--- config.mk ---
export PLATFORM = sky130hd
export DESIGN_NAME = implication_monitor
export DESIGN_NICKNAME = d
export VERILOG_FILES = /design/src/rtl/implication_monitor.sv
export SDC_FILE = /design/constraint.sdc
export NUM_CORES = 1
export LEC_CHECK = 0
export ABC_AREA = 0
export BUFFER_PORTS_ARGS = -buffer_cell sky130_fd_sc_hd__buf_2
export CAP_MARGIN = 20
export CORE_ASPECT_RATIO = 1.25
export CORE_MARGIN = 5
export CORE_UTILIZATION = 55
export CTS_CLUSTER_DIAMETER = 40
export DETAILED_ROUTE_END_ITERATION = 10
export PLACE_DENSITY = 0.81
export RECOVER_POWER = 50
export SYNTH_ARGS = -nofsm -noshare
export SYNTH_HDL_FRONTEND = slang
export SYNTH_SLANG_ARGS = --single-unit
--- constraint.sdc ---
create_clock -name CLK -period 1.86 [get_ports CLK]
set_clock_uncertainty 0.1 [all_clocks]
set_input_delay 0 -clock CLK [delete_from_list [all_inputs] [get_ports CLK]]
set_output_delay 0 -clock CLK [all_outputs]
set_load 0.1 [all_outputs]
--- src/rtl/implication_monitor.sv ---
// Run-time checker for "A implies C exactly DELAY cycles later".
// Reports violations as a pulse, a sticky error, saturating counters and a first-failure timestamp.
module implication_monitor #(
  parameter int DELAY     = 1,
  parameter int CNT_WIDTH = 8,
  parameter int TS_WIDTH  = 16
) (
  input  logic                 CLK,
  input  logic                 ASYNCRESET,
  input  logic                 EN,
  input  logic                 CLR,
  input  logic                 A,
  input  logic                 C,
  output logic                 FAIL,
  output logic                 ERR,
  output logic [CNT_WIDTH-1:0] FAIL_COUNT,
  output logic [CNT_WIDTH-1:0] PASS_COUNT,
  output logic [TS_WIDTH-1:0]  FIRST_FAIL_TS,
  output logic                 PENDING
);

  localparam logic [CNT_WIDTH-1:0] CNT_ONE = CNT_WIDTH'(1);
  localparam logic [CNT_WIDTH-1:0] CNT_MAX = '1;
  localparam logic [TS_WIDTH-1:0]  TS_ONE  = TS_WIDTH'(1);

  logic [DELAY-1:0]    pend;
  logic [DELAY-1:0]    pend_next;
  logic [TS_WIDTH-1:0] ts;
  logic                mature;
  logic                miss;
  logic                hit;

  // Each bit of pend is one obligation, aged by one position per cycle.
  always_comb begin
    pend_next    = '0;
    pend_next[0] = EN & A;
    for (int i = 1; i < DELAY; i++) begin
      pend_next[i] = pend[i-1];
    end
  end

  assign mature = pend[DELAY-1];
  assign miss   = mature & ~C;
  assign hit    = mature & C;

  always_ff @(posedge CLK or posedge ASYNCRESET) begin
    if (ASYNCRESET) begin
      pend    <= '0;
      ts      <= '0;
      PENDING <= 1'b0;
    end else if (CLR) begin
      pend    <= '0;
      ts      <= '0;
      PENDING <= 1'b0;
    end else begin
      pend    <= pend_next;
      ts      <= ts + TS_ONE;
      PENDING <= |pend_next;
    end
  end

  // FIRST_FAIL_TS latches the pre-increment timestamp only on the first miss.
  always_ff @(posedge CLK or posedge ASYNCRESET) begin
    if (ASYNCRESET) begin
      FAIL          <= 1'b0;
      ERR           <= 1'b0;
      FAIL_COUNT    <= '0;
      FIRST_FAIL_TS <= '0;
    end else if (CLR) begin
      FAIL          <= 1'b0;
      ERR           <= 1'b0;
      FAIL_COUNT    <= '0;
      FIRST_FAIL_TS <= '0;
    end else begin
      FAIL <= miss;
      if (miss) begin
        if (FAIL_COUNT != CNT_MAX) begin
          FAIL_COUNT <= FAIL_COUNT + CNT_ONE;
        end
        if (!ERR) begin
          ERR           <= 1'b1;
          FIRST_FAIL_TS <= ts;
        end
      end
    end
  end

  always_ff @(posedge CLK or posedge ASYNCRESET) begin
    if (ASYNCRESET) begin
      PASS_COUNT <= '0;
    end else if (CLR) begin
      PASS_COUNT <= '0;
    end else if (hit && (PASS_COUNT != CNT_MAX)) begin
      PASS_COUNT <= PASS_COUNT + CNT_ONE;
    end
  end

endmodule

==> out/results.ini <==
[logic_synthesis]
yosys_warnings = 0
synth_area_per_cell_um2 = 10.79
ys_seq_elements = 51
async_flop_share_pct = 100.0
synth-edff-count = 0
synth_fp_nets = 220
ys.flop_type = dfrtp_1
synth.cell_area_um2 = 2277
ys_seq_area_share_pct = 56.04
yosys.cell_types.count = 37
syn_inst = 211

[placement]
placedCellCount = 305
dp_hpwl_mm = 3.139
gp_congestion = 0.8293
portBuffers = 40

[global_route]
grt_overflow = 0
grt_pass1_vias = 1695
grt.total_usage_pct = 18.95
antenna_found_initial = 0
grt_start_max_net_pins = 52
grt_pass1_wl_mm = 7.893

[drt]
routed_wl_mm = 4.689
ant_nets = 0
drtPass1Iterations = 4
drc = 0
drtIter0Drc = 54
viasPerCell = 5.635
num_vias = 1792
avgRoutedWirePerCell_um = 14.75

[critical_path]
startpoint_type = register
critPathKind = reg2reg
arrival_ps = 1750
slowest_stage = a21oi_2
path_cells = nor2b_1, a21oi_2, o21ai_0
critPathBufInv = 0
worstPathMaxFanout = 19
rr_startpoint = mature
critPathTopFamily = compound AO/OA/AOI/OAI gates
critPathMaxStageDelay_ps = 640
crit_start = mature
required_ps = 1920
timing.critical_path.to_type = register

[timing]
min_period_ps = 1689
relSlewSlack_pct = 22.92
finalSetupViolations = 0
rsz0062_at_grt = false
fmax_mhz = 592.1
tns_ps = 0
finalCritPeriodShare_pct = 90.80
worst_slew_pin_slew_ps = 1161
drv_slew = 0
hold_violations = 0

[floorplan]
core_area_um2 = 4034
ios = 41
die_w_um = 67.55
placementRows = 26
start_util_pct = 56.45
die_h_um = 81.94
dieArea_um2 = 5535

[cells_and_area]
final_layout_size_suffix_gt1_share_pct = 28.24
areaGrowthSynthToFinish_pct = 20.38
final_common_cell = dfrtp_1
final_cell_mix = dfrtp_1, buf_2, nor2_1
fin_nets = 270
antennaDiodeCount = 0
finalNonFillerCells = 318

[power]
ir_drop_v = 0.0004246
power_density_nw_per_um2 = 742.0
p_leak_nw = 1.277

[outcome]
status = finished, final reports clean

[clock_network]
clock_latency_ps = 310
clock_sinks = 51
clkSlewWorstSetupHoldPaths_ps = 100
cts-root-buf = clkbuf_8
h-tree-depth = 2
clk_path_buf_depth = 2
post_cts_buffers = 0
cts_buffers = 5
cts_tree = done

[min_path]
hold_path_class = in2async

[run]
max-cap-violations = 0

==> sequential cells by signal, summed over array words and instances, names as in the netlist <==
register,flops
ERR,1
FAIL,1
FAIL_COUNT,8
FIRST_FAIL_TS,16
PASS_COUNT,8
mature,1
ts,16
==> synthesized netlist by cell type, drive strengths merged (2+ instances only) <==
cell type	n	area (um2)
a22o	13	113.9
nor2	24	90.09
clkbuf	3	11.26
inv	5	18.77
o31ai	3	22.52
ha	3	37.54
buf	4	18.76
dfrtp	51	1276
o211ai	2	15.01
or3	6	37.54
nand2	12	45.04
nand4	5	46.29
nor3	6	30.03
nand3	8	40.04
and3	3	23.77
a21oi	11	58.81
mux2i	4	40.04
nor2b	3	18.77
xor2	7	61.31
xnor2	10	87.58
nand2b	4	25.02
and2	3	18.77
nor4	4	25.02
o21ai	9	45.04
==> tightest hold or removal path, stage by stage <==
cell           delay, ps
dlygate4sd3_1        530
buf_2                120
inv_1                 40
buf_4                510
==> report_power, final <==
| part | switching [mW] | leakage, nW | internal [mW] |
|---|---|---|---|
| registers | 0.0104 | 0.679 | 1.12 |
| logic | 0.0940 | 0.543 | 0.0294 |
| clock network | 0.377 | 0.0548 | 0.405 |
==> final timing paths <==
path,endpoint,slack (ps),cells after the start
setup / recovery,FIRST_FAIL_TS[4],170,3
hold / removal,FIRST_FAIL_TS[4],300,4
setup reg to reg,FIRST_FAIL_TS[4],170,3
hold reg to reg,FIRST_FAIL_TS[3],390,2
max in group asynchronous,FAIL_COUNT[0],880,4
min in group CLK,mature,380,4
==> cells by family after synthesis <==
family / Yosys count / synth area share, %
multiplexers: 4 / 1.758
adder cells (fa/ha/maj): 3 / 1.649
AND/OR/NAND/NOR: 82 / 19.12
buffers and inverters: 12 / 2.143
AO/OA/AOI/OAI: 42 / 12.75
flip-flops: 51 / 56.04
XOR/XNOR: 17 / 6.538
==> layer usage <==
layer,part of all wire [%],track usage (%)
met5,0,0
met4,1.2,6.491
met3,4.7,4.241
met2,52,32.72
met1,42,23.07
==> stage by stage <==
stage	total power [mW]	hold slack [ps]	worst slack [ps]	area, um2	utilization (%)
global placement	1.265	101.5	208.4	2577	63.90
floorplan	1.236	4.202	3.393	2300	-
CTS	2.063	308.1	147.0	2743	67.99
finish	2.034	295.5	171.1	2741	67.96
global route	2.129	372.8	39.37	2741	67.96
detailed placement	1.267	107.4	143.9	2577	63.90
==> cell type report <==
cell class | count | area [um2]
fill | 337 | 1292
multi-input combinational | 148 | 952.2
sequential | 51 | 1299
timing repair buffer | 50 | 286.5
clock inverter | 3 | 46.29
clock buffer | 5 | 68.82
inverter | 5 | 18.77
tap | 56 | 70.07
==> what timing repair did <==
item                                   in CTS  in global routing
resized for setup                           0                  0
endpoints found under the hold margin      62                  0
hold buffers                                5                  0
Note: power is estimated with default switching activity, not from simulation.
